===== src/rtl/shift_io_pkg.sv =====
// Shared types and defaults for the shift-register I/O scanner.
package shift_io_pkg;

  localparam int unsigned DEFAULT_WIDTH   = 8;
  localparam int unsigned DEFAULT_CLK_DIV = 4;

  // Scan frame sequence: LOAD -> SETTLE -> SHIFT -> DONE, entered from IDLE.
  typedef enum logic [2:0] {
    ST_IDLE,
    ST_LOAD,
    ST_SETTLE,
    ST_SHIFT,
    ST_DONE
  } state_e;

endpackage


===== src/rtl/shift_tick_gen.sv =====
// Phase timer: pulses tick_o on the last clk cycle of every CLK_DIV-cycle
// phase. restart_i realigns the phase so each FSM state starts a fresh count.
module shift_tick_gen #(
  parameter int unsigned CLK_DIV = 4
) (
  input  logic clk,
  input  logic rst_n,
  input  logic restart_i,
  output logic tick_o
);

  logic [7:0] cnt_q, cnt_d;

  assign tick_o = (cnt_q == 8'(CLK_DIV - 1));

  // Next count: wrap at phase end or when the FSM changes state.
  always_comb begin
    cnt_d = cnt_q + 8'd1;
    if (restart_i || tick_o) cnt_d = '0;
  end

  // Phase counter register.
  always_ff @(posedge clk or negedge rst_n) begin
    if (!rst_n) cnt_q <= '0;
    else        cnt_q <= cnt_d;
  end

endmodule


===== src/rtl/shift_io_scanner.sv =====
// Drives a parallel-in (DIP) and a serial-in (LED) shift-register chain that
// share one latch line and one shift clock. Every output is a flop whose next
// value is derived from the next FSM state, so outputs are glitch-free.
module shift_io_scanner
  import shift_io_pkg::*;
#(
  parameter int unsigned WIDTH   = DEFAULT_WIDTH,
  parameter int unsigned CLK_DIV = DEFAULT_CLK_DIV
) (
  input  logic             clk,
  input  logic             rst_n,
  input  logic             scan_en,
  input  logic [WIDTH-1:0] led_data,
  input  logic             led_valid,
  output logic             led_ready,
  output logic [WIDTH-1:0] dip_data,
  output logic             dip_valid,
  output logic             sr_latch,
  output logic             sr_clk,
  output logic             sr_dout,
  input  logic             sr_din
);

  localparam int unsigned   BW       = (WIDTH > 1) ? $clog2(WIDTH) : 1;
  localparam logic [BW-1:0] LAST_BIT = BW'(WIDTH - 1);

  state_e           state_q, state_d;
  logic [BW-1:0]    bit_q, bit_d;
  logic [WIDTH-1:0] shadow_q, shadow_d;
  logic [WIDTH-1:0] led_q, led_d;
  logic [WIDTH-1:0] dip_q, dip_d;
  logic [WIDTH-1:0] dip_data_q, dip_data_d;
  logic             sr_latch_q, sr_latch_d;
  logic             sr_clk_q, sr_clk_d;
  logic             sr_dout_q, sr_dout_d;
  logic             dip_valid_q, dip_valid_d;
  logic             led_ready_q, led_ready_d;

  logic tick;
  logic restart;
  logic handshake;
  logic hi_end;     // last cycle of an sr_clk-high phase
  logic lo_end;     // last cycle of an sr_clk-low phase (DIP sample point)
  logic last_bit;
  logic shift_out;  // present the next LED bit on sr_dout
  logic load_entry;

  shift_tick_gen #(.CLK_DIV(CLK_DIV)) u_tick (
    .clk      (clk),
    .rst_n    (rst_n),
    .restart_i(restart),
    .tick_o   (tick)
  );

  assign restart    = (state_d != state_q);
  assign handshake  = led_valid && led_ready_q;
  assign hi_end     = (state_q == ST_SHIFT) && tick && sr_clk_q;
  assign lo_end     = (state_q == ST_SHIFT) && tick && !sr_clk_q;
  assign last_bit   = (bit_q == LAST_BIT);
  assign load_entry = (state_d == ST_LOAD) && (state_q != ST_LOAD);
  assign shift_out  = ((state_q == ST_SETTLE) && (state_d == ST_SHIFT)) ||
                      (hi_end && !last_bit);

  // State register.
  // NOTE: sequential state uses non-blocking (<=) so every flop samples
  // pre-edge values; blocking here would create order-dependent races.
  always_ff @(posedge clk or negedge rst_n) begin
    if (!rst_n) state_q <= ST_IDLE;
    else        state_q <= state_d;
  end

  // Next-state logic; a started frame always runs through DONE.
  // NOTE: state_d gets a default before the case so no path leaves it
  // unassigned, which would otherwise infer a latch.
  always_comb begin
    state_d = state_q;
    case (state_q)
      ST_IDLE:   if (scan_en)             state_d = ST_LOAD;
      ST_LOAD:   if (tick)                state_d = ST_SETTLE;
      ST_SETTLE: if (tick)                state_d = ST_SHIFT;
      ST_SHIFT:  if (hi_end && last_bit)  state_d = ST_DONE;
      ST_DONE:   state_d = scan_en ? ST_LOAD : ST_IDLE;
      default:   state_d = ST_IDLE;
    endcase
  end

  // Next values of the registered outputs, decoded from the next state.
  always_comb begin
    sr_latch_d  = (state_d != ST_LOAD);
    led_ready_d = (state_d != ST_SHIFT);
    dip_valid_d = (state_d == ST_DONE);
    dip_data_d  = dip_valid_d ? dip_q : dip_data_q;
    sr_clk_d    = 1'b0;
    if ((state_q == ST_SHIFT) && (state_d == ST_SHIFT))
      sr_clk_d = tick ? ~sr_clk_q : sr_clk_q;
    // sr_dout only moves together with a falling (or still-low) sr_clk.
    sr_dout_d = sr_dout_q;
    if (shift_out) sr_dout_d = led_q[WIDTH-1];
  end

  // Bit counter, shadow register and the two shift registers.
  always_comb begin
    bit_d = bit_q;
    if (restart)                 bit_d = '0;
    else if (hi_end && !last_bit) bit_d = bit_q + BW'(1);

    shadow_d = handshake ? led_data : shadow_q;

    // A handshake coinciding with LOAD entry bypasses the shadow.
    led_d = led_q;
    if (load_entry)     led_d = handshake ? led_data : shadow_q;
    else if (shift_out) led_d = led_q << 1;

    dip_d = dip_q;
    if (lo_end) dip_d = (dip_q << 1) | WIDTH'(sr_din);
  end

  // Datapath and output registers.
  // NOTE: every register here, including the shift chains, is reset so an
  // abandoned frame can leave no stale bits behind.
  always_ff @(posedge clk or negedge rst_n) begin
    if (!rst_n) begin
      bit_q       <= '0;
      shadow_q    <= '0;
      led_q       <= '0;
      dip_q       <= '0;
      dip_data_q  <= '0;
      sr_latch_q  <= 1'b1;
      sr_clk_q    <= 1'b0;
      sr_dout_q   <= 1'b0;
      dip_valid_q <= 1'b0;
      led_ready_q <= 1'b1;
    end else begin
      bit_q       <= bit_d;
      shadow_q    <= shadow_d;
      led_q       <= led_d;
      dip_q       <= dip_d;
      dip_data_q  <= dip_data_d;
      sr_latch_q  <= sr_latch_d;
      sr_clk_q    <= sr_clk_d;
      sr_dout_q   <= sr_dout_d;
      dip_valid_q <= dip_valid_d;
      led_ready_q <= led_ready_d;
    end
  end

  assign led_ready = led_ready_q;
  assign dip_data  = dip_data_q;
  assign dip_valid = dip_valid_q;
  assign sr_latch  = sr_latch_q;
  assign sr_clk    = sr_clk_q;
  assign sr_dout   = sr_dout_q;

endmodule


===== config.mk =====
export PLATFORM = sky130hd
export DESIGN_NAME = shift_io_scanner
export DESIGN_NICKNAME = d
export VERILOG_FILES = /design/src/rtl/shift_io_pkg.sv /design/src/rtl/shift_tick_gen.sv /design/src/rtl/shift_io_scanner.sv
export SDC_FILE = /design/constraint.sdc
export NUM_CORES = 1
export LEC_CHECK = 0
export ABC_AREA = 1
export ABC_CLOCK_PERIOD_IN_PS = 2100
export CORE_MARGIN = 4
export CORE_UTILIZATION = 39
export DETAILED_ROUTE_END_ITERATION = 8
export GPL_TIMING_DRIVEN = 0
export PLACE_DENSITY_LB_ADDON = 0.05
export SYNTH_ARGS = -nofsm -noshare
export SYNTH_HDL_FRONTEND = slang
export SYNTH_SLANG_ARGS = --single-unit

===== constraint.sdc =====
create_clock -name clk -period 2.1 [get_ports clk]
set_input_delay 0.63 -clock clk [delete_from_list [all_inputs] [get_ports clk]]
set_output_delay 0.63 -clock clk [all_outputs]
set_load 0.1 [all_outputs]

# Yosys cells after proc, flatten, opt, wreduce, memory -nomap -nowiden
# Index checks and enable logic that the tools add are counted.
# word_totals
wordCells	60
register_bits	51
input_bits	13
# op_classes
n_reduce_logical	16
eq_ne	14
add_sub_neg	2
bitwise	2
n_mux	14
# ops
cell	n
8-bit two-way mux	4
3-bit two-way mux	6
3-bit case mux with 5 select lines	1
3-bit by 2-bit == test with 1-bit output (second input constant)	3
3-bit == test (second input constant)	3
1-bit logical AND	9
8-bit by 1-bit adder with 8-bit output (second input constant)	1
8-bit by 2-bit == test with 1-bit output (second input constant)	1
8-bit by 1-bit bitwise OR with 8-bit output	1
3-bit by 1-bit == test with 1-bit output (second input constant)	2
3-bit by 1-bit != test with 1-bit output (second input constant)	2
2-bit nonzero test	2
3-bit by 1-bit adder with 3-bit output (second input constant)	1
3-bit zero test	1
1-bit two-way mux	3
3-bit by 2-bit != test with 1-bit output (second input constant)	1
3-bit != test	1
1-bit zero test	2
1-bit logical OR	2
2-bit != test (second input constant)	1
1-bit NOT	1

# Depth between registers and ports, before layout
# logic_depth
word_depth	11
mapped_depth	10
ltp_nobuf	9

# Modules after synthesis
# A second synthesis with hierarchy kept.
# unflattened
cells_unflattened	266
area_unflattened_um2	2374.8
# modules_own_cells
mod	area_per_inst_um2	n_inst	cells_per_inst
shift_io_scanner	1920.6	1	207
shift_tick_gen	454.2	1	59

# Worst setup path before layout
# OpenSTA, ideal clock, no wires.
# synth_timing
path_kind	reg2reg
from	register sr_clk_q (netlist: sr_clk)
to	register u_tick.cnt_q[0]
required_time_ns	1.978
arrival_ns	1.837
path_stages_with_launch	8
period_less_slack_ns	1.959
setup_slack_ns	0.141
path_cell_list	dfrtp_1 inv_1 nor2_4 nand3_4 nand2_2 nand3_2 nand4_2 nor2_1
# synth_via
elab_chain_len	7
# synth_rtl
element	line_no	text
start: declaration	shift_io_scanner.sv:34	logic sr_clk_q, sr_clk_d;
start signal: assignment	shift_io_scanner.sv:140	sr_clk_q <= sr_clk_d;
1-bit logical AND	shift_io_scanner.sv:57	assign hi_end = (state_q == ST_SHIFT) && tick && sr_clk_q;
1-bit logical AND	shift_io_scanner.sv:81	ST_SHIFT: if (hi_end && last_bit) state_d = ST_DONE;
3-bit two-way mux	shift_io_scanner.sv:81	
3-bit case mux with 5 select lines	shift_io_scanner.sv:77	case (state_q)
3-bit != test	shift_io_scanner.sv:55	assign restart = (state_d != state_q);
1-bit logical OR	shift_tick_gen.sv:19	if (restart_i || tick_o) cnt_d = '0;
8-bit two-way mux	shift_tick_gen.sv:19	
via u_tick.cnt_d[0]	shift_tick_gen.sv:12	logic [7:0] cnt_q, cnt_d;
end signal: assignment	shift_tick_gen.sv:25	else cnt_q <= cnt_d;
end: declaration	shift_tick_gen.sv:12	
# The timed path passes the listed nets, and every way through them passes these cells.
# A chain may end at the register's enable or synchronous reset.

# Worst setup path after layout
# layout_timing
from	register led_ready_q (netlist: led_ready)
to	output led_ready
# layout_rtl
element	line_no	text
start: declaration	shift_io_scanner.sv:37	logic led_ready_q, led_ready_d;
start signal: assignment	shift_io_scanner.sv:143	led_ready_q <= led_ready_d;
end: declaration	shift_io_scanner.sv:15	output logic led_ready,
# No word-level cell between the ends.

==> metrics.csv <==
metric;value;unit
post-route-cell-area;0.00275;sq mm
post_synth_top_flop;sky130_fd_sc_hd__dfrtp_1;
timing.critical_path.slowest_cell_delay;0.55;ns
detail_route.first_pass.iterations;4;
post_cts.repair.setup_buffers;0;
worstPathBufferInverterCount;1;
rsz0062_at_grt;no;
global_route.overflow_total;0;
tightestPinTransition;0.549;ns
yosys.area.top_type;sky130_fd_sc_hd__dfrtp_1;
achievable_frequency;498;MHz
numCtsBuffers;5;
final_hold_viols;0;
maximum_fanout_along_the_worst_path;2;
totalNegativeSetupSlack;0;ns
hpwl;2.78;mm
run_status;finished, final reports clean;
grt_first_pass_wirelength;7.19;mm
worst_setup_hold_path_clk_slew;0.10;ns
postSynth.asyncResetShare;100;%
worstRegToRegCells;8;
critPathRequiredTime;1.47;ns
gp_congestion;0.758;
groute.layer.met3.usage;3.14;%
ctsLongestPathBuffers;2;
net_count_after_synthesis;252;
yosys.cell_count.top_type;sky130_fd_sc_hd__nand2_1;
worst-endpoint-arrival;1.38;ns
clk_lat_worst_skew;0.30;ns
critical_path.startpoint;led_ready;
grt_pass1_vias;1595;
synth_commonest_cells;sky130_fd_sc_hd__nand2_1, sky130_fd_sc_hd__dfrtp_1, sky130_fd_sc_hd__inv_1, sky130_fd_sc_hd__o21ai_0, sky130_fd_sc_hd__nor2_1;
cell_chain_of_the_critical_path;clkdlybuf4s15_2;
internal-power;0.00139;W
timing.reg2reg.setup_slack;0.40;ns
part_of_the_yosys_area_used_for_sequential_elements;56.2;%
clock_power_share;38.6;%
number_of_enable_type_register_cells_in_the_synthesized_netlist;0;
cap_viol_max_count;0;
dr_total_vias;1541;
place_area;0.00263;sq mm
syn_to_final_growth;21.0;%
die-width;84.4;um
worst-setup-path-type;reg2out;
path_delay_family;buffers and inverters;
syn_area_per_cell;9.64;sq um
die_area;0.00712;sq mm
cp_slowest_cell;sky130_fd_sc_hd__clkdlybuf4s15_2;
fin_nets;285;
critPathCaptureType;output pin;
comb_power_share;4.0;%
total_leakage_power;1.34;nW
global_route.usage.met1;16.6;%
tritoncts_clock_tree;done;
antenna_cells;0;
power.switching;0.000362;W
critical_path_depth;1;
row_count;27;
synth_seq_cells;51;
numClockSinks;51;
synth.distinct_cells;31;
min_path_type;in2async;
root_driver;sky130_fd_sc_hd__clkbuf_8;
global_route.usage.met2;19.1;%
die-height;84.4;um
num_io_pins;26;
synthTopCellsByArea;sky130_fd_sc_hd__dfrtp_1, sky130_fd_sc_hd__nand2_1, sky130_fd_sc_hd__o21ai_0;
critical_path.startpoint_type;flop;
fp.coreArea;0.00557;sq mm
netSwitchingFraction;20.6;%
synthesis.instances;236;
shortest_period_the_worst_path_allows;2.01;ns
rr_startpoint;u_tick.cnt_q[0];
drt_iter0_drc;84;
report.final.setup_viol;0;
largest_net_degree_at_the_start_of_global_routing;36;
synth_area;0.00227;sq mm
detail_route.wl_per_cell;11.2;um
ant_nets;0;
initial_standard_cell_utilization_of_the_core;40.8;%
power.ir.vdd_worst;0.306;mV
final.period_utilization;95.6;%
finalMaxSlewViolations;0;
synth_top_area_share;53.9;%
routed_wire_length;3.85;mm
vias_per_cell;4.51;
cts-htree-levels;2;
p_per_area;638;mW/mm^2
finalCoreUtilization;49.4;%
globalRouteTotalUtil;12.3;%
global_route.peak_usage_layer;met2;
post-route-drc-count;0;
synth-warning-count;0;
port_buffers;25;
maxSlewHeadroom;63.6;%
final_layout_size_suffix_gt1_share;19.6;%
relative_contribution_of_sequential_cells_to_total_power;57.4;%
grt_antenna_before_repair;0;
finalClockSkew;0.0106;ns
==> cell families after synthesis <==
kind of cell    share of synthesized area, %
compound gates                          8.53
xor+xnor                                1.16
mux                                     3.96
fa+ha+maj                               1.65
flops                                   56.2
buf+inv                                 8.03
simple gates                            20.5
==> placed cells by master (no fill, tap or decap), types with 2 or more instances in the layout <==
cell | netlist | final
sky130_fd_sc_hd__nand3_1 | 5 | 5
sky130_fd_sc_hd__inv_1 | 34 | 34
sky130_fd_sc_hd__dfrtp_1 | 49 | 49
sky130_fd_sc_hd__mux2_2 | 8 | 8
sky130_fd_sc_hd__nor2_1 | 21 | 21
sky130_fd_sc_hd__inv_2 | 2 | 2
sky130_fd_sc_hd__clkdlybuf4s15_2 | 0 | 12
sky130_fd_sc_hd__clkbuf_8 | 0 | 5
sky130_fd_sc_hd__dfstp_2 | 2 | 2
sky130_fd_sc_hd__buf_12 | 1 | 2
sky130_fd_sc_hd__nand3_2 | 3 | 3
sky130_fd_sc_hd__nand2_1 | 54 | 54
sky130_fd_sc_hd__xor2_1 | 3 | 3
sky130_fd_sc_hd__o21ai_2 | 2 | 2
sky130_fd_sc_hd__o21ai_0 | 30 | 30
sky130_fd_sc_hd__buf_2 | 2 | 3
sky130_fd_sc_hd__clkdlybuf4s50_1 | 0 | 11
sky130_fd_sc_hd__nor2_4 | 2 | 2
sky130_fd_sc_hd__ha_1 | 3 | 3
==> power groups by stage <==
stage | logic, W | clock network (W) | registers, W
5_1_grt | 0.0000811 | 0.000745 | 0.00101
3_3_place_gp | 0.0000693 | 0 | 0.00103
3_5_place_dp | 0.0000733 | 0 | 0.00103
6_report | 0.0000698 | 0.000678 | 0.00101
4_1_cts | 0.0000732 | 0.000707 | 0.00101
2_1_floorplan | 0.0000232 | 0 | 0.00103
==> state kept, by name (all words and copies together), names as in the netlist, 3 cells and up <==
name          flops
state_q           3
led_q             8
shadow_q          8
u_tick.cnt_q      8
dip_q             8
dip_data          8
bit_q             3
==> worst register-to-register path, cell delays in order (launching register included) <==
cell                      delay (ns)
sky130_fd_sc_hd__dfrtp_1        0.38
sky130_fd_sc_hd__ha_1           0.20
sky130_fd_sc_hd__nand3_1        0.13
sky130_fd_sc_hd__nor2_4         0.24
sky130_fd_sc_hd__nand3_4        0.18
sky130_fd_sc_hd__nand2_2        0.12
sky130_fd_sc_hd__nand3_2        0.09
sky130_fd_sc_hd__nand4_2        0.18
sky130_fd_sc_hd__nor2_1         0.07
==> layout make-up <==
type	instances	area [sq um]
flip-flops and latches	51	1280
repair buffers	26	275
clock inverters	3	43.8
well taps	72	90.1
inverters	37	141
clock buffers	5	68.8
plain buffers	4	41.3
fillers	550	2820
multi-input cells	144	813
==> path summary, 6_finish.rpt <==
kind                                   endpoint
worst min register to register  u_tick.cnt_q[0]
worst max-delay path                  led_ready
worst min-delay path                dip_data[2]
worst max register to register  u_tick.cnt_q[2]
max in group asynchronous             led_ready
min in group clk                u_tick.cnt_q[0]
==> timing repair <==
action                     in CTS  in global routing
setup endpoints to repair      13                  1
gates cloned                    0                  0
resized for setup              38                  1
hold buffers                    0                  0
==> per-stage QoR <==
step	setup WS, ns	cells	power (W)	hold WS, ns
global placement	-1.22	333	0.00110	0.453
CTS	0.00909	342	0.00179	0.256
floorplan	0.141	236	0.00105	0.334
finish	0.0914	342	0.00176	0.254
detailed placement	-0.169	334	0.00110	0.464
global route	0.0436	342	0.00184	0.265
==> per-layer routing <==
metal	vias up	part of all wire, %
met5	-	0
met4	0	1.5
met3	7	5.1
met2	32	42
met1	694	51
li1	808	-
No activity file was read; power rests on OpenSTA's default activity.
